==> config.mk <==
export PLATFORM = sky130hd
export DESIGN_NAME = joy_scan
export DESIGN_NICKNAME = d
export VERILOG_FILES = /design/src/rtl/joy_scan.sv
export SDC_FILE = /design/constraint.sdc
export NUM_CORES = 1
export LEC_CHECK = 0
export CAP_MARGIN = 20
export CORE_MARGIN = 2
export CORE_UTILIZATION = 45
export CTS_CLUSTER_SIZE = 16
export DETAILED_ROUTE_END_ITERATION = 10
export PLACE_DENSITY = 0.61
export SLEW_MARGIN = 20
export SYNTH_ARGS = -nofsm -noshare
export SYNTH_HDL_FRONTEND = slang
export SYNTH_SLANG_ARGS = --single-unit
export TNS_END_PERCENT = 1
==> constraint.sdc <==
create_clock -name clock -period 3.4 [get_ports clock]
set_input_delay 0.68 -clock clock [delete_from_list [all_inputs] [get_ports clock]]
set_output_delay 0.68 -clock clock [all_outputs]
set_load 0.005 [all_outputs]
==> src/rtl/joy_scan.sv <==
// joy_scan: serial reader for the two DB9 joystick ports, wired through a
// 74HC165-style parallel-in/serial-out chain.
//
// Every POLL shift ticks the block runs two load/shift phases. Phase A runs
// with joyS=1 and phase B with joyS=0, so Genesis-type pads also report
// A and Start. Each phase parallel-loads the chain, then shifts in BITS bits
// MSB first. Bits [BITS-1:BITS-8] belong to port 1 and bits [7:0] to port 2.
// When the scan is complete, both 8-bit port states are registered together
// and strb pulses for one clock.
//
// Parameters:
//   CLKDIV - system clocks per shift tick (minimum 2)
//   BITS   - chain length per phase (at least 16)
//   POLL   - idle ticks between scans (at least 1)
//
// Ports:
//   clock  in   system clock
//   reset  in   asynchronous reset, active low
//   joyCk  out  shift clock to the chain
//   joyLd  out  chain parallel load, active low
//   joyS   out  DB9 pin-7 select (1 = phase A, 0 = phase B)
//   joyD   in   serial data from the chain
//   joy1   out  port 1 state, active low (bit0 right .. bit3 up, bit4 B,
//               bit5 C, bit6 A, bit7 Start)
//   joy2   out  port 2 state, same layout
//   strb   out  one-clock pulse when joy1/joy2 update
//
// Optional build macro:
//   JOY_DEBOUNCE_EN - joy1/joy2 update (and strb pulses) only when a scan
//                     matches the previous scan's raw result.
module joy_scan #(
    parameter int CLKDIV = 28,
    parameter int BITS   = 16,
    parameter int POLL   = 1000
) (
    input  logic       clock,
    input  logic       reset,
    output logic       joyCk,
    output logic       joyLd,
    output logic       joyS,
    input  logic       joyD,
    output logic [7:0] joy1,
    output logic [7:0] joy2,
    output logic       strb
);

    localparam int DIV_W  = (CLKDIV > 1) ? $clog2(CLKDIV) : 1;
    localparam int POLL_W = $clog2(POLL + 1);
    localparam int BIT_W  = $clog2(BITS);

    typedef enum logic [2:0] {
        IDLE,
        SETTLE,
        LOAD,
        SHIFT_HI,
        SHIFT_LO,
        DONE
    } state_t;

    state_t              state, state_n;
    logic [DIV_W-1:0]    div_cnt;
    logic                tick;
    logic [POLL_W-1:0]   poll_cnt, poll_n;
    logic [BIT_W-1:0]    bit_cnt, bit_n;
    logic [BITS-1:0]     sr, sr_n;
    logic                phase_b, phase_b_n;
    logic [5:0]          a_port1, a_port1_n;
    logic [5:0]          a_port2, a_port2_n;
    logic [7:0]          new1, new2;
    logic [7:0]          joy1_q, joy1_n;
    logic [7:0]          joy2_q, joy2_n;
    logic                strb_q, strb_n;
    logic                joy_ck, joy_ld, joy_s;
    logic                unused_bits;
`ifdef JOY_DEBOUNCE_EN
    logic [7:0]          prev1, prev1_n;
    logic [7:0]          prev2, prev2_n;
    logic                prev_valid, prev_valid_n;
`endif

    // Only the up/down/left/right/pin6/pin9 fields of each byte are decoded.
    assign unused_bits = ^{sr[BITS-7:8], sr[1:0]};

    // Builds the active-low output byte for one port.
    // a = phase-A {up, down, left, right, pin6, pin9}
    // b = phase-B {left, right, pin6, pin9}
    // A Genesis pad pulls left and right low in phase B; only then are the
    // phase-B pin6/pin9 lines meaningful as A and Start.
    function automatic logic [7:0] decode_port(input logic [5:0] a, input logic [3:0] b);
        logic genesis;
        genesis = ~b[3] & ~b[2];
        return {genesis ? b[0] : 1'b1, genesis ? b[1] : 1'b1,
                a[0], a[1], a[5], a[4], a[3], a[2]};
    endfunction

    // Free-running divider that produces one shift tick every CLKDIV clocks.
    always_ff @(posedge clock or negedge reset) begin
        if (!reset) begin
            div_cnt <= '0;
        end else if (tick) begin
            div_cnt <= '0;
        end else begin
            div_cnt <= div_cnt + 1'b1;
        end
    end

    assign tick = (div_cnt == DIV_W'(CLKDIV - 1));

    assign new1 = decode_port(a_port1, sr[BITS-3 -: 4]);
    assign new2 = decode_port(a_port2, sr[5:2]);

    // Next-state logic. Every state except DONE waits for a tick.
    // DONE lasts exactly one clock, and because CLKDIV >= 2 it never
    // coincides with a tick.
    always_comb begin
        state_n   = state;
        poll_n    = poll_cnt;
        bit_n     = bit_cnt;
        sr_n      = sr;
        phase_b_n = phase_b;
        a_port1_n = a_port1;
        a_port2_n = a_port2;
        joy1_n    = joy1_q;
        joy2_n    = joy2_q;
        strb_n    = 1'b0;
`ifdef JOY_DEBOUNCE_EN
        prev1_n      = prev1;
        prev2_n      = prev2;
        prev_valid_n = prev_valid;
`endif
        case (state)
            IDLE: begin
                if (tick) begin
                    if (poll_cnt == POLL_W'(POLL - 1)) begin
                        poll_n  = '0;
                        state_n = SETTLE;
                    end else begin
                        poll_n = poll_cnt + 1'b1;
                    end
                end
            end
            SETTLE: begin
                if (tick) begin
                    state_n = LOAD;
                end
            end
            LOAD: begin
                // The chain presents its MSB as soon as it is loaded, so the
                // first bit is taken as joyLd is released.
                if (tick) begin
                    sr_n    = {sr[BITS-2:0], joyD};
                    bit_n   = '0;
                    state_n = SHIFT_HI;
                end
            end
            SHIFT_HI: begin
                if (tick) begin
                    state_n = SHIFT_LO;
                end
            end
            SHIFT_LO: begin
                if (tick) begin
                    sr_n = {sr[BITS-2:0], joyD};
                    if (bit_cnt == BIT_W'(BITS - 2)) begin
                        if (!phase_b) begin
                            a_port1_n = sr_n[BITS-1 -: 6];
                            a_port2_n = sr_n[7:2];
                            phase_b_n = 1'b1;
                            state_n   = SETTLE;
                        end else begin
                            state_n = DONE;
                        end
                    end else begin
                        bit_n   = bit_cnt + 1'b1;
                        state_n = SHIFT_HI;
                    end
                end
            end
            DONE: begin
`ifdef JOY_DEBOUNCE_EN
                if (prev_valid && new1 == prev1 && new2 == prev2) begin
                    joy1_n = new1;
                    joy2_n = new2;
                    strb_n = 1'b1;
                end
                prev1_n      = new1;
                prev2_n      = new2;
                prev_valid_n = 1'b1;
`else
                joy1_n = new1;
                joy2_n = new2;
                strb_n = 1'b1;
`endif
                phase_b_n = 1'b0;
                state_n   = IDLE;
            end
            default: begin
                state_n = IDLE;
            end
        endcase
    end

    // State register. The chain-control pins are registered from the next
    // state so that they are glitch-free and change only on clock edges.
    always_ff @(posedge clock or negedge reset) begin
        if (!reset) begin
            state    <= IDLE;
            poll_cnt <= '0;
            bit_cnt  <= '0;
            sr       <= '0;
            phase_b  <= 1'b0;
            a_port1  <= '1;
            a_port2  <= '1;
            joy1_q   <= 8'hFF;
            joy2_q   <= 8'hFF;
            strb_q   <= 1'b0;
            joy_ck   <= 1'b0;
            joy_ld   <= 1'b1;
            joy_s    <= 1'b1;
`ifdef JOY_DEBOUNCE_EN
            prev1      <= 8'hFF;
            prev2      <= 8'hFF;
            prev_valid <= 1'b0;
`endif
        end else begin
            state    <= state_n;
            poll_cnt <= poll_n;
            bit_cnt  <= bit_n;
            sr       <= sr_n;
            phase_b  <= phase_b_n;
            a_port1  <= a_port1_n;
            a_port2  <= a_port2_n;
            joy1_q   <= joy1_n;
            joy2_q   <= joy2_n;
            strb_q   <= strb_n;
            joy_ck   <= (state_n == SHIFT_HI);
            joy_ld   <= (state_n != LOAD);
            joy_s    <= ~phase_b_n;
`ifdef JOY_DEBOUNCE_EN
            prev1      <= prev1_n;
            prev2      <= prev2_n;
            prev_valid <= prev_valid_n;
`endif
        end
    end

    assign joyCk = joy_ck;
    assign joyLd = joy_ld;
    assign joyS  = joy_s;
    assign joy1  = joy1_q;
    assign joy2  = joy2_q;
    assign strb  = strb_q;

endmodule

Word level (Yosys, flattened, before mapping)
Index checks and enable logic that the tools add are counted.
{ "op_classes": {"mux": 23, "n_bitwise": 8, "n_reduce_logical": 7, "n_eq_ne": 13, "addsub": 3} }
{ "op_table": {"columns": ["op", "count"], "rows": [
  ["$mux W3", 8],
  ["$pmux W3 S5", 1],
  ["$mux W4", 3],
  ["$add A10 B1 Y10 const B", 1],
  ["$eq A10 B10 Y1 const B", 1],
  ["$mux W10", 1],
  ["$eq A3 B2 Y1 const B", 3],
  ["$pmux W4 S2", 1],
  ["$reduce_and A4 Y1", 2],
  ["$mux W1", 7],
  ["$eq A3 B3 Y1 const B", 2],
  ["$ne A2 B2 Y1 const B", 3],
  ["$not A1 Y1", 6],
  ["$add A5 B1 Y5 const B", 1],
  ["$eq A5 B5 Y1 const B", 1],
  ["$mux W5", 1],
  ["$add A4 B1 Y4 const B", 1],
  ["$eq A4 B4 Y1 const B", 1],
  ["$reduce_and A2 Y1", 2],
  ["$eq A3 B1 Y1 const B", 1],
  ["$logic_not A3 Y1", 1],
  ["$ne A3 B2 Y1 const B", 1],
  ["$and A1 B1 Y1", 2],
  ["$pmux W1 S2", 1],
  ["2 further kinds", 2]
]} }
{ "totals": {"regBits": 70, "output_inout_bits": 20, "word_cells": 68, "input_bits": 3} }

Depth between registers and ports, before layout
Gate-level depths: netlist of the first run.
{ "depth": {"word_depth": 5, "ltp_mapped": 7, "depth_no_buf": 6} }

Least setup slack after synthesis of the first run
No wires, ideal clock.
{ "synth_path": {"kind": "register to register", "from": "register div_cnt[0]", "to": "register a_port1[0]", "slack_ps": 1467, "period_less_slack_ps": 1933, "n_path_buf": 2, "t_required_ps": 3318, "arrival_ps": 1851, "setup_ps": 82, "path_stages_with_launch": 8, "path_cell_list": "dfrtp_1 -> ha_1 -> and4b_1 -> buf_4 -> nand2_4 -> or4_4 -> buf_6 -> mux2_4"} }
{ "synth_via": {"elab_chain_len": 2} }
{ "synth_lines": {"columns": ["item", "line_no", "rtl"], "rows": [
  ["from (decl)", "61", "logic [DIV_W-1:0] div_cnt;"],
  ["from (signal assigned)", "103", "div_cnt <= div_cnt + 1'b1;"],
  ["$eq A5 B5 Y1", "107", "assign tick = (div_cnt == DIV_W'(CLKDIV - 1));"],
  ["$reduce_and A4 Y1 (no source line)", null, null],
  ["to (signal assigned)", "231", "a_port1 <= a_port1_n;"],
  ["to (decl)", "67", "logic [5:0] a_port1, a_port1_n;"]
]} }
Every way passes these cells.
A chain may end at the register's enable or synchronous reset.

Final worst setup path of the first run
{ "layout_path": {"from": "register div_cnt[0]", "to": "register sr[6]"} }
{ "layout_via": {"elab_chain_len": 2} }
{ "layout_lines": {"columns": ["item", "line_no", "rtl"], "rows": [
  ["$eq A5 B5 Y1", "107", null],
  ["$reduce_and A2 Y1 (no source line)", null, null],
  ["to (signal assigned)", "229", "sr <= sr_n;"],
  ["to (decl)", "65", "logic [BITS-1:0] sr, sr_n;"]
]} }
Every way passes these cells.

==> key figures, run 1 <==
Outcome
  • Status: finished clean

Placed design
  • Setup slack after placement: between 1 and 1.5 ns
  • Port-buffer cells: 22
  • Gpl congestion: roughly 0.8
  • DP HPWL: 3160 µm
  • Cell count after placement: 336

CTS
  • Clock slew at reported path FFs: around 0.07 ns
  • CTS sink count: 70
  • Postcts setup bufs: 0
  • H-tree levels: 3
  • CTS tree: yes
  • Clk_lat worst skew: 0.34 ns
  • Clock root buffer: clkbuf_8
  • Num CTS Buffers: 9
  • Clock Tree Buf Depth: 2
  • # resized after CTS: 0
  • CTS Hold Buffers Added: 0

Yosys
  • Fraction of the yosys area taken by sequential cells: 0.588
  • Asr flop ratio synth: 1.00
  • Syn_nets: 250
  • Ys flop type: dfrtp_1
  • Synth area leaders: dfrtp_1, dfstp_2, mux2_2
  • Synth area leader: dfrtp_1
  • Netlist cell types: 39
  • Number of enable flip-flop cells after synthesis: 0
  • Synth top area share: 0.329
  • Mapped Cells: ~240
  • Avg Cell Area, Syn: 12.5 µm²
  • Seq cells post-synth: 70
  • Netlist Area Pre-Place: roughly 0.003 mm²
  • Yosys synthesis warning count: 0

Finish
  • Fin nets: about 280
  • ANT cells: 0
  • Layout cells sized above 1: 0.342
  • Combined flip-flop and latch cell area: approximately 0.0018 mm²
  • Multi-input logic area: around 0.0012 mm²
  • Most frequent cells in the layout: dfrtp_1, mux2_2, dfstp_2
  • Layout area overhead: 16.4%
  • Commonest non-fill, non-tap cell in the layout: dfrtp_1
  • Fin cells: about 350
  • Fill cells: between 500 and 600

Flow run
  • Max-cap violations: 0

Critical path
  • Reg2reg start: div_cnt[0]
  • FF-to-FF setup slack: ~1.1 ns
  • CP max stage delay: between 0.5 and 0.6 ns
  • Worst Setup Path Type: flop to flop
  • Kind of launch point of the worst setup path: flop
  • Critical Path RT: between 3 and 4 ns
  • Worst r2r path cells: 5
  • CP arrival: about 2.5 ns
  • Worst-path maximum fanout: 15
  • Cell Chain, Critical Path: ha_1, and4b_1, nand2_4, a21oi_2, mux2_2
  • Crit end category: flop
  • Reg2reg end: sr[6]
  • Critical path's slowest cell: a21oi_2

STA
  • Worst-Margin Slew: 0.847 ns
  • Final worst slack: around 1.1 ns
  • Final Skew: around 0.0043 ns
  • Final max-slew violation count: 0
  • Max Clk Rate: 0.442 GHz
  • Max-slew headroom: 0.434
  • Final setup viols: 0
  • Setup tns final: 0 ns
  • RSZ-0062 raised after global routing: no
  • Hold Violations, Final: 0
  • Fin crit share: 0.665
  • Tmin final: 2.26 ns

Drt
  • DR WL/cell: 13.9 µm
  • DRT Pass-1 Iters: 4
  • DRC: 0
  • DR iter-0 viols: about 100
  • Total Routed Length: approximately 4900 µm
  • Post-route ant nets: 0
  • Total number of vias: around 1900
  • Via density: between 5 and 6

Global route
  • Grt ovf: 0
  • Initial antenna violation count: 0
  • GR Util All Layers: 0.153
  • Vias in the first global route: about 1900
  • Pin count of the biggest net entering global routing: between 70 and 80
  • First-pass GRT wire length: a little under 9000 µm

Floorplanning
  • Die area: 0.00744 mm²
  • Row count: 29
  • I/O pin count: 23
  • Die W: approximately 86 µm
  • Height of the chip: 86.2 µm
  • Core area: 0.00646 mm²
  • Starting Density: 0.471

Min path
  • Worst Hold Class: flop to flop
  • Beginning of the worst hold path: div_cnt[0]
  • Hold Path End: div_cnt[0]
  • Hold Path Stages: 1

Power
  • PD cells: between 400 and 500 mW/mm²
  • VDD IR-drop max: between 0.3 and 0.4 mV
  • Power Total: between 1.5 and 2 mW
  • Static Leak: approximately 1.5 nW
==> report_power, final <==
part           internal (mW)  switching, mW  total (mW)
combinational        0.00214         0.0152      0.0173
sequential             0.834              0       0.834
clock                  0.412          0.299       0.711
total                   1.25          0.315        1.56
==> routing by layer <==
layer	track usage	part of all wire	vias up
met5	0	0	-
met4	0.0639	0.017	0
met3	0.0590	0.040	8
met2	0.223	0.45	30
met1	0.207	0.50	897
li1	-	-	915
==> layout make-up <==
class | instances | share of cell area
tap | 77 | 0.0272
multi-input combinational | 157 | 0.334
timing repair buffer | 24 | 0.0650
clock inverter | 6 | 0.0244
sequential | 70 | 0.505
inverter | 8 | 0.00848
clock buffer | 10 | 0.0360
==> how the worst max path moves through the flow <==
| stage | cells past startpoint | endpoint | slack (ns) | start |
|---|---|---|---|---|
| 4_1_cts | 5 | sr[6] | 1.12 | div_cnt[0] |
| 3_3_place_gp | 5 | sr[11] | 1.18 | div_cnt[0] |
| 5_1_grt | 5 | sr[6] | 0.94 | div_cnt[0] |
| 3_5_place_dp | 5 | sr[7] | 1.14 | div_cnt[0] |
| 2_1_floorplan | 7 | a_port1[0] | 1.47 | div_cnt[0] |
| 6_report | 5 | sr[6] | 1.14 | div_cnt[0] |
==> logic make-up after synthesis <==
family	after synthesis	synth area share
compound gates	33	0.0646
simple gates	73	0.127
flops	70	0.588
xor+xnor	7	0.0201
fa+ha+maj	4	0.0164
buf+inv	16	0.0238
mux	40	0.160
==> sequential cells by signal, indices dropped and copies added (netlist names), 3 cells and up <==
signal,flops
bit_cnt,4
a_port2,6
poll_cnt,10
joy2,8
state,3
sr,15
joy1,8
div_cnt,5
a_port1,6
==> critical path: cells and delay by family (launching register included) <==
family / cells / cell delay (ns)
simple gates: 2 / 0.53
mux: 1 / 0.41
compound gates: 1 / 0.59
flops: 1 / 0.37
fa+ha+maj: 1 / 0.25
==> cell usage after synthesis, types with 3 or more instances <==
cell and count:
xnor2_1 4, dfrtp_1 40, mux2_2 30, a21oi_1 7, nand3_1 10, or3_1 3
xor2_1 3, inv_1 8, nor3_1 7, clkbuf_1 4, mux2_4 10, nor2_1 13
and3_1 4, nand2_1 19, nand4_1 4, o21ai_0 17, ha_1 4, dfstp_2 30
==> metrics by stage <==
stage          utilization  hold slack, ns  cell area, µm²
6_report             0.548           0.461            3540
5_1_grt              0.548           0.488            3540
4_1_cts              0.548           0.467            3540
3_5_place_dp         0.515           0.456            3330
3_3_place_gp         0.515           0.449            3330
2_1_floorplan            -           0.384            3040
No activity file was read; power rests on OpenSTA's default activity.
==> inputs of run 2 (changes only) <==
- PLACE_DENSITY: 0.61 -> 0.63
- clock period: 3.4 -> 1.9 ns (I/O delays scaled with it)
==> run 2 against run 1 <==
Hold slack worse by 0.41 ns. Global-route usage up 0.49 points. Sequential share of layout area down 2.0 points.
==> key figures, run 2 (synthesized netlist as in run 1, its figures left out) <==
Drt
  • Total Routed Length: between 5000 and 6000 µm
  • DRC: 0
  • DR iter-0 viols: around 130
  • Via density: about 5.2
  • Total number of vias: around 1900
  • DRT Pass-1 Iters: 4
  • Post-route ant nets: 0
  • DR WL/cell: between 10 and 15 µm

CTS
  • CTS tree: yes
  • Clock root buffer: clkbuf_8
  • Clock slew at reported path FFs: 0.08 ns
  • Clk_lat worst skew: around 0.34 ns
  • Num CTS Buffers: 9
  • Postcts setup bufs: 0
  • Clock Tree Buf Depth: 2
  • CTS sink count: 70
  • H-tree levels: 3

STA
  • Fin crit share: 0.991
  • Max-slew headroom: 0.758
  • Worst-Margin Slew: between 0.3 and 0.4 ns
  • Hold Violations, Final: 0
  • Setup tns final: 0 ns
  • Max Clk Rate: 0.531 GHz
  • Final max-slew violation count: 0
  • RSZ-0062 raised after global routing: yes
  • Final Skew: about 0.011 ns
  • Final setup viols: 0
  • Tmin final: between 1.5 and 2 ns

Critical path
  • Worst r2r path cells: 5
  • Critical path's slowest cell: or4_4
  • Cell family with most CP delay: simple AND/OR/NAND/NOR gates
  • Kind of launch point of the worst setup path: flop
  • Cell Chain, Critical Path: ha_4, and4b_2, nand2_4, or4_4, mux2_4
  • Crit end category: flop
  • Reg2reg end: a_port1[5]
  • CP max stage delay: about 0.55 ns
  • Worst-path maximum fanout: 12
  • FF-to-FF setup slack: ~0.018 ns
  • CP arrival: 2.14 ns
  • Buffers & Inverters on Critical Path: 0
  • Critical Path RT: 2.16 ns
  • Worst Setup Path Type: flop to flop
  • Reg2reg start: div_cnt[0]

Placed design
  • DP HPWL: about 3400 µm
  • Cell count after placement: ~350
  • Port-buffer cells: 22
  • Gpl congestion: 0.843

Global route
  • First-pass GRT wire length: ~9000 µm
  • Pin count of the biggest net entering global routing: slightly above 70
  • GR Util All Layers: 0.158
  • Grt ovf: 0
  • Initial antenna violation count: 0
  • Vias in the first global route: ~1900

Power
  • VDD IR-drop max: 0.618 mV
  • Clock network fraction of design power: 0.449
  • PD cells: about 750 mW/mm²
  • Internal Power: ~2.2 mW
  • Power Total: 2.77 mW
  • Sw Share: 0.215
  • Sequential power share: 0.538
  • Sw power: around 0.6 mW
  • Combinational Power Share: 0.013
  • Static Leak: 1.63 nW

Finish
  • Largest register FFs: 15
  • Commonest non-fill, non-tap cell in the layout: dfrtp_1
  • Fill cells: between 500 and 600
  • Fin cells: 366
  • Top Registers: sr x15, poll_cnt x10
  • Combined flip-flop and latch cell area: roughly 0.0018 mm²
  • Biggest register: sr
  • Most frequent cells in the layout: dfrtp_1, mux2_2, dfstp_2
  • Layout area overhead: 21.2%
  • Layout cells sized above 1: 0.388
  • Fin nets: slightly below 300
  • ANT cells: 0
  • Multi-input logic area: ~0.0012 mm²

Floorplanning
  • Core area: approximately 0.0065 mm²
  • Die area: about 0.0074 mm²
  • I/O pin count: 23
  • Row count: 29
  • Starting Density: 0.471
  • Height of the chip: roughly 86 µm
  • Die W: ~86 µm

Min path
  • Worst Hold Class: input port to async pin

Flow run
  • Max-cap violations: 0

Outcome
  • Status: finished clean
run 2: how the worst max path moves through the flow:
| stage | start | end | slack (ns) | cells past startpoint |
|---|---|---|---|---|
| 2_1_floorplan | div_cnt[0] | a_port1[0] | 0.01 | 7 |
| 3_3_place_gp | div_cnt[0] | a_port2[3] | 0.05 | 5 |
| 3_5_place_dp | div_cnt[0] | a_port2[2] | 0.02 | 5 |
| 4_1_cts | div_cnt[0] | a_port1[5] | 0.002 | 5 |
| 5_1_grt | div_cnt[1] | a_port1[0] | -0.02 | 5 |
| 6_report | div_cnt[0] | a_port1[5] | 0.02 | 5 |
run 2: area by class of cell:
type | instances | area share
well taps | 77 | 0.0261
clock buffers | 10 | 0.0404
flip-flops and latches | 70 | 0.485
multi-input cells | 157 | 0.325
clock inverters | 5 | 0.0156
repair buffers | 39 | 0.0997
inverters | 8 | 0.00814
run 2: stage by stage:
stage                     hold WS [ns]  utilization  worst slack (ns)  cell area, µm²
final                           0.0470        0.571            0.0177            3690
after global routing            0.0882        0.571           -0.0151            3690
after CTS                       0.0605        0.570           0.00246            3680
after detailed placement         0.431        0.538            0.0164            3480
after global placement           0.428        0.538            0.0507            3480
after floorplan                 0.0844            -            0.0146            3060
run 2: timing repair:
item | in CTS | in global routing
hold buffers | 0 | 0
gates resized for setup | 0 | 2
endpoints found under the setup margin | 0 | 13
run 2: routing by layer:
layer  vias up  share of wire  wire length (µm)  global-route usage
li1        943              -                 -                   -
met1       926           0.51              2690               0.227
met2        31           0.44              2300               0.226
met3         8          0.033               173              0.0333
met4         0          0.019               101              0.0866
met5         -              0                 0                   0
run 2: power groups by stage:
stage	combinational (mW)	clock, mW	sequential (mW)
2_1_floorplan	0.0000179	0	1.52
3_3_place_gp	0.0374	0	1.52
3_5_place_dp	0.0378	0	1.52
4_1_cts	0.0378	1.29	1.49
5_1_grt	0.0424	1.34	1.49
6_report	0.0350	1.25	1.49
run 2: worst register-to-register path, cell delays in order, from the launching register on:
cell and delay (ns):
dfrtp_1 0.40, ha_4 0.17, and4b_2 0.27, nand2_4 0.07
or4_4 0.56, mux2_4 0.34
